`config.mk`:
```
export PLATFORM = sky130hd
export DESIGN_NAME = ddr_out_serializer
export DESIGN_NICKNAME = d
export VERILOG_FILES = /design/src/rtl/ddr_out_serializer.sv
export SDC_FILE = /design/constraint.sdc
export NUM_CORES = 1
export LEC_CHECK = 0
export ABC_AREA = 1
export BUFFER_PORTS_ARGS = -buffer_cell sky130_fd_sc_hd__buf_2
export CAP_MARGIN = 10
export CORE_ASPECT_RATIO = 0.9
export CORE_MARGIN = 2
export CORE_UTILIZATION = 50
export DETAILED_ROUTE_END_ITERATION = 6
export PLACE_DENSITY_LB_ADDON = 0.05
export SLEW_MARGIN = 0
export SYNTH_ARGS = -nofsm -noshare
export SYNTH_HDL_FRONTEND = slang
export SYNTH_SLANG_ARGS = --single-unit
```
`constraint.sdc`:
```
create_clock -name clk -period 3.6 [get_ports clk]
set_input_delay 0.18 -clock clk [delete_from_list [all_inputs] [get_ports clk]]
set_output_delay 0.18 -clock clk [all_outputs]
set_load 0.1 [all_outputs]
```
`src/rtl/ddr_out_serializer.sv`:
```
// Parallel-to-DDR serializer: WIDTH-bit words in over valid/ready, 2 bits per clk out (MSB first).
// Optional DDR_OUT_SERIALIZER_LSB_FIRST_EN adds a per-word lsb_first order select.
module ddr_out_serializer #(
  parameter int         WIDTH      = 16,
  parameter logic [0:0] IDLE_VALUE = 1'b0
) (
  input  logic             clk,
  input  logic             rst_n,
  input  logic [WIDTH-1:0] in_data,
  input  logic             in_valid,
`ifdef DDR_OUT_SERIALIZER_LSB_FIRST_EN
  input  logic             lsb_first,
`endif
  output logic             in_ready,
  output logic [1:0]       ddr_d,
  output logic             ddr_oe,
  output logic             busy
);

  localparam int              PAIRS = WIDTH / 2;
  localparam int              CW    = (PAIRS > 1) ? $clog2(PAIRS) : 1;
  localparam logic [CW-1:0]   LAST  = CW'(PAIRS - 1);

  typedef enum logic [0:0] {IDLE, SHIFT} state_t;

  state_t           state, state_nxt;
  logic [CW-1:0]    count, count_nxt;
  logic [WIDTH-1:0] shreg, shreg_nxt;
  logic             lsb_nxt;
  logic             take;

  // Bit pair presented for a shifter image; [0] is the earlier half-period.
  function automatic logic [1:0] pair_of(input logic [WIDTH-1:0] s, input logic lsb);
    return lsb ? {s[1], s[0]} : {s[WIDTH-2], s[WIDTH-1]};
  endfunction

  function automatic logic [WIDTH-1:0] shift_of(input logic [WIDTH-1:0] s, input logic lsb);
    return lsb ? (s >> 2) : (s << 2);
  endfunction

`ifdef DDR_OUT_SERIALIZER_LSB_FIRST_EN
  logic lsb_q;
  assign lsb_nxt = take ? lsb_first : lsb_q;
`else
  assign lsb_nxt = 1'b0;
`endif

  assign take = in_valid && in_ready;

  always_comb begin
    state_nxt = state;
    count_nxt = count;
    shreg_nxt = shreg;
    if (take) begin
      shreg_nxt = in_data;
      count_nxt = LAST;
      state_nxt = SHIFT;
    end else if (state == SHIFT) begin
      if (count != '0) begin
        shreg_nxt = shift_of(shreg, lsb_nxt);
        count_nxt = count - CW'(1);
      end else begin
        state_nxt = IDLE;
      end
    end
  end

  // Outputs are registered from next-state so they align with the shifter contents.
  always_ff @(posedge clk or negedge rst_n) begin
    if (!rst_n) begin
      state    <= IDLE;
      count    <= '0;
      shreg    <= '0;
`ifdef DDR_OUT_SERIALIZER_LSB_FIRST_EN
      lsb_q    <= 1'b0;
`endif
      in_ready <= 1'b1;
      ddr_d    <= {2{IDLE_VALUE[0]}};
      ddr_oe   <= 1'b0;
      busy     <= 1'b0;
    end else begin
      state    <= state_nxt;
      count    <= count_nxt;
      shreg    <= shreg_nxt;
`ifdef DDR_OUT_SERIALIZER_LSB_FIRST_EN
      lsb_q    <= lsb_nxt;
`endif
      in_ready <= (state_nxt == IDLE) || (count_nxt == '0);
      ddr_d    <= (state_nxt == SHIFT) ? pair_of(shreg_nxt, lsb_nxt) : {2{IDLE_VALUE[0]}};
      ddr_oe   <= (state_nxt == SHIFT);
      busy     <= (state_nxt == SHIFT);
    end
  end

endmodule

```
### Word-level counts from Yosys, hierarchy flattened

Index checks and enable logic that the tools add are counted.

* bits in registers: 23
* input bits: 19
* output and inout bits: 5
* logic and storage cells: 25

* add/sub/neg operators: 1
* multiplexer cells: 10
* bitwise logic cells: 1
* reductions and logical operators: 7

Operators with widths (number)
* 16-bit 2-to-1 mux: 3
* 3-bit 2-to-1 mux: 3
* 2-bit nonzero test: 2
* 3-bit logical NOT: 1
* 1-bit 2-to-1 mux: 3
* 3-bit nonzero test: 1
* 3-bit by 1-bit subtractor with 3-bit output (second input constant): 1
* 2-bit 2-to-1 mux: 1
* 2-bit AND reduction: 1
* 1-bit logical AND: 1
* 1-bit logical OR: 1
* 1-bit NOT: 1

### Longest topological paths before layout

Gate-level depths: netlist of run 1.

* depth after elaboration: 6
* gate-level depth with buffers: 10

### Worst setup path before layout of run 1

Ideal clock, no wire load.

* path kind: reg-to-reg
* start point: reg state
* end point: reg shreg[13]
* arrival time: 1718 ps
* data required time: 3476 ps
* setup slack: 1758 ps
* stages on the path, launching flop included: 7
* path buffers: 1
* cell sequence: dfrtp_1 > inv_1 > a21oi_4 > nor2_4 > buf_6 > nand2_1 > nand3_1

* word-level cells in the longest chain between the ends: 2

Ends and longest elaborated chain
* from (decl): RTL line 26 `state_t state, state_nxt;`
* from (signal assigned): RTL line 82 `state <= state_nxt;`
* 2-bit nonzero test (no source line)
* 2-bit AND reduction (no source line)
* to (signal assigned): RTL line 84 `shreg <= shreg_nxt;`
* to (decl): RTL line 28 `logic [WIDTH-1:0] shreg, shreg_nxt;`

Every way passes these cells.
A chain may end at the register's enable or synchronous reset.

### Final worst setup path of run 1

* start point: reg count[0]
* end point: reg shreg[8]

* word-level cells in the longest chain between the ends: 3

Ends and longest elaborated chain
* from (decl): RTL line 27 `logic [CW-1:0] count, count_nxt;`
* from (signal assigned): RTL line 83 `count <= count_nxt;`
* 3-bit nonzero test: RTL line 59 `if (count != '0) begin`
* 2-bit nonzero test (no source line)
* 2-bit AND reduction (no source line)

Every way passes these cells.

==> results of run 1 <==
[worst min-delay path: stages]
cell     delay, ns
buf_2         0.07
nand2_1       0.04
nand2_1       0.05
[cell families after synthesis]
| family | count (synthesis) | share of synthesized area [%] |
|---|---|---|
| buffers and inverters | 15 | 7.084 |
| DFF | 23 | 53.54 |
| adders and majority gates | 2 | 2.323 |
| AOI/OAI and AO/OA | 2 | 1.974 |
| and+or+nand+nor | 86 | 35.08 |
[cells in the final DEF, fill, tap and decap left out]
cell type | synthesis | final
or2_2 | 2 | 2
nor2_1 | 5 | 5
dfstp_2 | 1 | 1
buf_2 | 1 | 23
nand3_1 | 28 | 28
nand2_4 | 1 | 1
nor2_4 | 1 | 1
dlygate4sd3_1 | 0 | 1
a21oi_1 | 1 | 1
ha_1 | 2 | 2
clkbuf_4 | 0 | 3
inv_1 | 8 | 8
clkinv_2 | 0 | 1
inv_2 | 2 | 2
a21oi_4 | 1 | 1
dfrtp_1 | 22 | 22
nand2_1 | 49 | 49
[sequential cells by signal, summed over array words and instances, names as in the netlist]
name      cells
state         1
count         3
ddr_d         2
shreg        16
in_ready      1
[what timing repair did]
action / CTS / global route
hold buffers: 1 / 0
resized for setup: 0 / 0
endpoints found under the hold margin: 22 / 0
[synth_stat cells]
master	n	area [um2]
inv_2	2	7.510
buf_4	1	7.510
dfrtp_1	22	550.5
nand3_1	28	140.1
or2_2	2	12.51
inv_1	8	30.03
buf_6	2	22.52
dfstp_2	1	26.28
a21oi_1	1	5.000
nor2_4	1	11.26
nand2_1	49	183.9
nand2_4	1	11.26
buf_2	1	5.000
nor2_1	5	18.77
ha_1	2	25.02
a21oi_4	1	16.27
clkbuf_1	1	3.750
[through the flow]
stage / total power [mW] / instances / setup slack, ns
floorplan: 0.9766 / 128 / 1.758
global placement: 1.047 / 171 / 2.147
detailed placement: 1.069 / 171 / 2.063
CTS: 1.189 / 176 / 2.044
global route: 1.275 / 176 / 1.947
finish: 1.187 / 176 / 2.028
[cell type report]
class / instances / area [um2]
clock buffers: 3 / 22.52
clock inverters: 1 / 5.005
fillers: 190 / 748.2
inverters: 10 / 37.54
multi-input cells: 90 / 424.2
flip-flops and latches: 23 / 576.8
well taps: 25 / 31.28
repair buffers: 24 / 125.1
[routing by layer]
metal / vias to the layer above / track usage [%]
li1: 452 / -
met1: 412 / 24.10
met2: 19 / 31.25
met3: 5 / 5.625
met4: 0 / 4.615
met5: - / 0
[report_power, final]
part           internal, mW  switching, mW  total [mW]
clock network        0.0417         0.0821       0.124
registers             0.376         0.0587       0.435
logic                 0.158          0.470       0.629
[final timing paths]
kind	startpoint	endpoint	slack, ns	depth (start not counted)
max in group asynchronous	rst_n	in_ready	2.90	2
worst min register to register	shreg[1]	shreg[1]	0.49	2
worst max register to register	count[0]	shreg[8]	2.03	6
worst min-delay path	in_data[0]	shreg[0]	0.05	3
worst max-delay path	count[0]	shreg[8]	2.03	6
min in group asynchronous	rst_n	shreg[14]	0.34	2
==> impl_metrics.py, run 1 <==
metrics = {
    "route": {
        "dr_wl_met3_um": 97,
        "vias_per_cell": 5.045,
        "wl_met2_um": 962,
        "drtPass1Iterations": 4,
        "ant_nets": 0,
        "wl_per_cell_um": 12.11,
        "drt-total-wl_mm": 2.132,
        "drc": 0,
        "m1WireLength_mm": 1.047,
        "vias": 888,
        "drt_iter0_markers": 23,
        "top_layer": "met4",
    },
    "logic_synthesis": {
        "yosysUniqueCellTypes": 17,
        "ys_ff_latch": 23,
        "syn_inst": 128,
        "syn-num-nets": 149,
        "ys_warn_count": 0,
        "syn_area_um2": 1077,
        "synth-seq-area-share_pct": 53.54,
        "avgSynthCellArea_um2": 8.416,
    },
    "setup_path": {
        "critPathMaxFanout": 17,
        "cp_data_required_time_ns": 3.81,
        "cp_top_family": "compound AO/OA/AOI/OAI gates",
        "slowest_stage": "a21oi_4",
        "start_kind": "register",
        "worstSetupEndpointType": "register",
        "critical_path_arrival_ns": 1.79,
        "path_buf_inv": 1,
        "critPathKind": "reg2reg",
        "crit_chain": "inv_1, ha_1, a21oi_4, nor2_4, nand2_1, nand3_1",
        "slowest_delay_ns": 0.43,
    },
    "sta": {
        "rsz0062_at_grt": "no",
        "layout_min_cycle_time_ns": 1.572,
        "fin_tns_setup_ns": 0,
        "setup_violations": 0,
        "worst_pin_slew_ns": 0.5082,
        "hold_viol_final": 0,
        "slew_headroom_pct": 66.12,
        "fin_hold_ws_ns": 0.05154,
        "finalCritPeriodShare_pct": 43.66,
        "clock_skew_ns": 0.001566,
        "fmax_ghz": 0.6363,
        "slew_violations": 0,
    },
    "clock_network": {
        "post-cts-setup-buffers": 0,
        "clockBufferDepth": 2,
        "clk_pin_slew_ns": 0.13,
        "clock_latency_ns": 0.32,
        "root_buffer": "clkbuf_4",
        "clock_sinks": 23,
        "numCtsBuffers": 3,
        "cts_tree": "yes",
        "htree_num_levels": 1,
    },
    "pwr": {
        "power_density_nw_per_um2": 971.3,
        "ir_drop_mv": 0.8013,
        "leakage_nw": 0.6771,
    },
    "floorplanning": {
        "die_area_um2": 2542,
        "die_x_um": 52.93,
        "die_h_um": 48.04,
        "rows": 15,
        "io_pins": 24,
        "core-area_um2": 1971,
        "start_util_pct": 54.67,
    },
    "grt": {
        "grt_pass1_wl_mm": 3.346,
        "grt_max_degree": 24,
        "antenna_found_initial": 0,
        "grt_usage_pct": 18.63,
        "grt-ovfl-total": 0,
        "grt_pass1_vias": 775,
    },
    "placement": {
        "dpl_cell_area_um2": 1185,
        "place_hpwl_mm": 1.449,
        "port_buffers": 23,
        "place_congestion": 0.8475,
    },
    "layout": {
        "drive_above_1_share_pct": 23.18,
        "num-nets-final": 173,
        "fin_util_pct": 62.03,
        "area_growth_pct": 13.47,
        "finalInstanceArea_um2": 1222,
        "n_antenna_cell": 0,
    },
    "hold_path": {
        "hp-class": "in2reg",
    },
    "outcome": {
        "status": "finished clean",
    },
    "run": {
        "drv_cap": 0,
    },
}
No activity file was read; power rests on OpenSTA's default activity.
==> inputs of run 2 (changes only) <==
--- a/config.mk
+++ b/config.mk
@@ -5,12 +5,12 @@
 export SDC_FILE = /design/constraint.sdc
 export NUM_CORES = 1
 export LEC_CHECK = 0
-export ABC_AREA = 1
+export ABC_AREA = 0
 export BUFFER_PORTS_ARGS = -buffer_cell sky130_fd_sc_hd__buf_2
 export CAP_MARGIN = 10
 export CORE_ASPECT_RATIO = 0.9
 export CORE_MARGIN = 2
-export CORE_UTILIZATION = 50
+export CORE_UTILIZATION = 47
 export DETAILED_ROUTE_END_ITERATION = 6
 export PLACE_DENSITY_LB_ADDON = 0.05
 export SLEW_MARGIN = 0
==> constraint.sdc (replaced) <==
create_clock -name clk -period 1.3 [get_ports clk]
set_input_delay 0.065 -clock clk [delete_from_list [all_inputs] [get_ports clk]]
set_output_delay 0.065 -clock clk [all_outputs]
set_load 0.1 [all_outputs]
==> run 2 against run 1 <==
Against the previous run:
- setup slack got worse by 2.0 ns
- synthesized cell count decreased by 13%
- final area increased by 19%
- clock-buffer cell count increased by 1
- sequential cell count decreased by 2
- clock skew about the same
==> impl_metrics.py, run 2 <==
metrics = {
    "setup_path": {
        "slowest_stage": "dfrtp_1",
        "start_kind": "register",
        "cp-startpoint": "count[1]",
        "worstReg2RegEnd": "count[1]",
        "path_depth": 5,
        "worstSetupEndpointType": "register",
        "rr_startpoint": "count[1]",
        "critPathMaxFanout": 7,
        "slowest_delay_ns": 0.37,
        "cp_data_required_time_ns": 1.49,
        "path_buf_inv": 1,
        "endpoint": "count[1]",
        "reg2regPathDepth": 5,
        "critPathKind": "reg2reg",
        "crit_chain": "inv_1, ha_4, and2b_2, o21ai_1, o211ai_1",
        "r2r_setup_slack_ns": 0.03,
        "critical_path_arrival_ns": 1.46,
        "cp_top_family": "flip-flops",
    },
    "grt": {
        "grt_pass1_wl_mm": 3.946,
        "antenna_found_initial": 0,
        "grt_max_degree": 22,
        "grt-ovfl-total": 0,
        "grt_pass1_vias": 921,
        "grt_usage_pct": 20.09,
    },
    "pwr": {
        "combPwrFrac_pct": 56.6,
        "clkPwrFrac_pct": 9.1,
        "finalPower_mw": 3.511,
        "switching_share_pct": 45.74,
        "internal_power_mw": 1.905,
        "ir_drop_mv": 2.056,
        "power_density_nw_per_um2": 2419,
        "p_sw_mw": 1.606,
        "leakage_nw": 0.6593,
        "p_seq_share_pct": 34.2,
    },
    "sta": {
        "finalCritPeriodShare_pct": 97.65,
        "hold_viol_final": 0,
        "slew_violations": 0,
        "fmax_ghz": 0.7877,
        "slew_headroom_pct": 68.54,
        "fin_tns_setup_ns": 0,
        "setup_violations": 0,
        "clock_skew_ns": 0.001329,
        "layout_min_cycle_time_ns": 1.269,
        "worst_pin_slew_ns": 0.4719,
    },
    "route": {
        "drtPass1Iterations": 4,
        "drt-total-wl_mm": 2.405,
        "wl_per_cell_um": 13.51,
        "vias": 960,
        "drc": 0,
        "vias_per_cell": 5.393,
        "drt_iter0_markers": 19,
        "ant_nets": 0,
    },
    "layout": {
        "area_growth_pct": 36.31,
        "register_area_um2": 534.3,
        "fin_util_pct": 67.13,
        "layout_common_cells": "buf_2, dfrtp_1, nand2_1, dlygate4sd3_1, nor2_1",
        "drive_above_1_share_pct": 31.79,
        "finalInstanceArea_um2": 1451,
        "largest_reg_flops": 14,
        "stdcell_count": 178,
        "regMostFlops": "shreg",
        "fillers": 186,
        "multi_input_area_um2": 465.4,
        "reg_top3": "shreg x14, count x3, ddr_d x2",
        "n_antenna_cell": 0,
        "num-nets-final": 173,
        "mostFrequentLayoutCell": "buf_2",
    },
    "clock_network": {
        "numCtsBuffers": 3,
        "clock_sinks": 21,
        "cts_tree": "yes",
        "htree_num_levels": 1,
        "clock_latency_ns": 0.30,
        "root_buffer": "clkbuf_4",
        "clk_pin_slew_ns": 0.12,
        "clockBufferDepth": 2,
    },
    "placement": {
        "place_hpwl_mm": 1.429,
        "place_congestion": 0.7804,
        "dp_cells": 155,
        "port_buffers": 23,
        "dpl_cell_area_um2": 1222,
    },
    "logic_synthesis": {
        "avgSynthCellArea_um2": 9.507,
        "ys.flop_type": "dfrtp_1",
        "yosysTopAreaCell": "dfrtp_1",
        "syn_area_um2": 1065,
        "synth-seq-area-share_pct": 49.47,
        "yosysUniqueCellTypes": 24,
        "synth.area.top_cells": "dfrtp_1, a31oi_1, nand2_1",
        "syn_inst": 112,
        "synth_edf_count": 0,
        "yosysTopAreaCellShare_pct": 47.00,
        "yosysMostFrequentCell": "dfrtp_1",
        "ys_async_sr_fraction_pct": 100.0,
        "syn-num-nets": 133,
        "ys_ff_latch": 21,
        "ys_warn_count": 0,
        "synth_common_cells": "dfrtp_1, nand2_1, nor2_1",
    },
    "floorplanning": {
        "rows": 16,
        "die_area_um2": 2663,
        "die_h_um": 49.16,
        "start_util_pct": 49.25,
        "core-area_um2": 2162,
        "die_x_um": 54.17,
        "io_pins": 24,
    },
    "run": {
        "drv_cap": 0,
    },
    "outcome": {
        "status": "finished clean",
    },
    "hold_path": {
        "hp-class": "in2reg",
        "hold_depth": 3,
        "hp-start": "in_data[6]",
    },
}
## run 2: power groups by stage
stage | combinational [mW] | sequential, mW | clock, mW
after CTS | 1.87 | 1.19 | 0.331
after global placement | 1.79 | 1.18 | 0
after global routing | 2.17 | 1.24 | 0.358
after floorplan | 1.09 | 1.53 | 0
after detailed placement | 1.81 | 1.19 | 0
final | 1.99 | 1.20 | 0.320
## run 2: through the flow
stage / setup WS (ns) / hold WS, ns
floorplan: -0.1088 / -0.2306
global placement: 0.009112 / 0.05106
detailed placement: -0.03794 / 0.05403
CTS: 0.0008253 / 0.0001960
global route: -0.004587 / 0.007661
finish: 0.03052 / 0.002845
## run 2: routing by layer
metal	track usage (%)	share of wire, %	vias to the layer above
met4	3.750	0.42	0
met5	0	0	-
met3	6.442	3.9	2
met1	24.50	45	464
li1	-	-	472
met2	34.14	51	22
## run 2: how the worst min path moves through the flow
stage and end:
6_report shreg[6], 2_1_floorplan count[0], 3_3_place_gp shreg[12], 4_1_cts shreg[6], 5_1_grt shreg[9], 3_5_place_dp shreg[12]
## run 2: cell families after synthesis
group / after synthesis / share of synthesized area, %
multiplexers: 1 / 0.9401
flip-flops: 21 / 49.47
buffers and inverters: 14 / 9.047
AND/OR/NAND/NOR: 32 / 13.63
AO/OA/AOI/OAI: 42 / 24.56
adder cells (fa/ha/maj): 2 / 2.350
## run 2: worst register-to-register path, delay by kind of cell (launching register included)
kind | cells | cell delay (ns)
adders and majority gates | 1 | 0.18
buffers and inverters | 1 | 0.08
AOI/OAI and AO/OA | 2 | 0.25
DFF | 1 | 0.37
and+or+nand+nor | 1 | 0.26
## run 2: layout make-up
cell class                 instances  area share [%]
sequential                        21           36.81
multi-input combinational         78           32.07
timing repair buffer              43           25.34
tap                               27           2.328
clock buffer                       4           1.810
inverter                           4           1.293
timing repair inverter             1          0.3448
## run 2: repair_timing
action                                 4_1_cts  5_1_grt
cloned                                       1        1
buffers inserted                             0        4
setup endpoints to repair                   14       17
pin swaps                                    0        1
endpoints found under the hold margin       31        1
hold buffers                                12        1
gates resized for setup                      3        2
==> inputs of run 3 (changes only) <==
--- a/config.mk
+++ b/config.mk
@@ -10,7 +10,7 @@
 export CAP_MARGIN = 10
 export CORE_ASPECT_RATIO = 0.9
 export CORE_MARGIN = 2
-export CORE_UTILIZATION = 47
+export CORE_UTILIZATION = 50
 export DETAILED_ROUTE_END_ITERATION = 6
 export PLACE_DENSITY_LB_ADDON = 0.05
 export SLEW_MARGIN = 0
==> constraint.sdc (replaced) <==
create_clock -name clk -period 1.6 [get_ports clk]
set_input_delay 0.08 -clock clk [delete_from_list [all_inputs] [get_ports clk]]
set_output_delay 0.08 -clock clk [all_outputs]
set_load 0.1 [all_outputs]
==> run 3 against run 2 <==
Against the previous run:
- cell count fell by 6.7%
- global-route usage fell by 0.22 points
- hold slack improved by 0.0074 ns
- highest routed layer unchanged
- clock power fell by 19%
- critical path depth fell by 3
- routed wire length fell by 10%
- critical endpoint is now busy
- sequential cell count did not move
- via count fell by 5.9%
==> impl_metrics.py, run 3 (synthesis results as in run 2) <==
metrics = {
    "layout": {
        "fin_util_pct": 64.44,
        "regMostFlops": "shreg",
        "layout_common_cells": "buf_2, dfrtp_1, nand2_1, nor2_1, a31oi_1",
        "num-nets-final": 163,
        "area_growth_pct": 19.27,
        "n_antenna_cell": 0,
        "largest_reg_flops": 14,
        "mostFrequentLayoutCell": "buf_2",
        "fillers": 169,
        "reg_top3": "shreg x14, count x3, ddr_d x2",
        "drive_above_1_share_pct": 26.95,
    },
    "sta": {
        "slew_headroom_pct": 67.69,
        "worst_pin_slew_ns": 0.4881,
        "fmax_ghz": 0.6660,
        "finalCritPeriodShare_pct": 93.84,
        "hold_viol_final": 0,
        "setup_violations": 0,
        "clock_skew_ns": 0.001254,
        "setup_ws_ns": 0.09850,
        "slew_violations": 0,
        "layout_min_cycle_time_ns": 1.502,
        "fin_tns_setup_ns": 0,
        "rsz0062_at_grt": "no",
    },
    "pwr": {
        "power_density_nw_per_um2": 1991,
        "leakage_nw": 0.5962,
        "ir_drop_mv": 1.413,
    },
    "floorplanning": {
        "die_area_um2": 2515,
        "rows": 15,
        "start_util_pct": 54.03,
        "die_x_um": 52.65,
        "die_h_um": 47.78,
        "core-area_um2": 1971,
        "io_pins": 24,
    },
    "route": {
        "wl_per_cell_um": 12.99,
        "drtPass1Iterations": 4,
        "vias": 903,
        "drc": 0,
        "vias_per_cell": 5.440,
        "drt_iter0_markers": 4,
        "drt-total-wl_mm": 2.156,
        "ant_nets": 0,
    },
    "outcome": {
        "status": "finished clean",
    },
    "setup_path": {
        "r2r_setup_slack_ns": 0.19,
        "critical_path_arrival_ns": 1.42,
        "critPathMaxFanout": 10,
        "worstSetupEndpointType": "output port",
        "start_kind": "register",
        "cp_data_required_time_ns": 1.52,
        "critPathKind": "reg2out",
    },
    "placement": {
        "port_buffers": 23,
        "place_hpwl_mm": 1.414,
        "place_congestion": 0.7239,
        "place_ws_ns": 0.1940,
    },
    "clock_network": {
        "cts_tree": "yes",
        "clockBufferDepth": 2,
        "clock_latency_ns": 0.31,
        "htree_num_levels": 1,
        "numCtsBuffers": 3,
        "clk_pin_slew_ns": 0.11,
        "root_buffer": "clkbuf_4",
        "clock_sinks": 21,
        "post-cts-setup-buffers": 0,
    },
    "grt": {
        "grt-ovfl-total": 0,
        "grt_pass1_wl_mm": 3.525,
        "grt_pass1_vias": 843,
        "grt_usage_pct": 19.86,
        "grt_max_degree": 22,
        "antenna_found_initial": 0,
    },
    "run": {
        "drv_cap": 0,
    },
    "hold_path": {
        "hp-class": "in2reg",
    },
}
==> run 3: metal layers <==
| metal | GRT usage, % | vias up | part of all wire, % |
|---|---|---|---|
| met5 | 0 | - | 0 |
| met4 | 4.615 | 0 | 0.56 |
| met3 | 7.500 | 2 | 4.9 |
| met2 | 35.50 | 19 | 49 |
| met1 | 23.08 | 428 | 45 |
| li1 | - | 454 | - |
==> run 3: power breakdown <==
part | total (mW) | switching (mW) | internal, mW
Sequential | 0.932 | 0.144 | 0.789
Clock | 0.259 | 0.161 | 0.0974
Combinational | 1.34 | 0.907 | 0.430
Total | 2.53 | 1.21 | 1.32
==> run 3: cell type report <==
cell class | count | area [um2] | area share [%]
clock buffer | 4 | 26.28 | 2.069
inverter | 4 | 15.01 | 1.182
timing repair buffer | 35 | 227.7 | 17.93
multi-input combinational | 77 | 441.7 | 34.78
sequential | 21 | 528.0 | 41.58
tap | 25 | 31.28 | 2.463
==> run 3: timing repair <==
item	CTS	global route
hold endpoints to repair	27	1
hold buffers	8	1
resized for setup	0	0
==> run 3: stage by stage <==
stage          instances  area (um2)  power, mW  hold WS, ns
2_1_floorplan        112        1066      2.094      -0.2156
3_3_place_gp         153        1154      2.253      0.06436
3_5_place_dp         153        1154      2.274      0.06423
4_1_cts              165        1260      2.553    0.0004516
5_1_grt              166        1270      2.735     0.005985
6_report             166        1270      2.528      0.01029
==> run 3: final timing paths <==
path / start / endpoint / depth (start not counted)
worst max-delay path: state / busy / 2
worst min-delay path: in_data[13] / shreg[13] / 3
worst max register to register: count[0] / shreg[0] / 5
worst min register to register: count[1] / count[1] / 2
max in group asynchronous: rst_n / in_ready / 2
min in group asynchronous: rst_n / ddr_d[1] / 2
==> run 3: critical path, cell delays in order (launching register included) <==
cell and delay, ns:
dfrtp_2 0.47, buf_4 0.20, buf_2 0.44
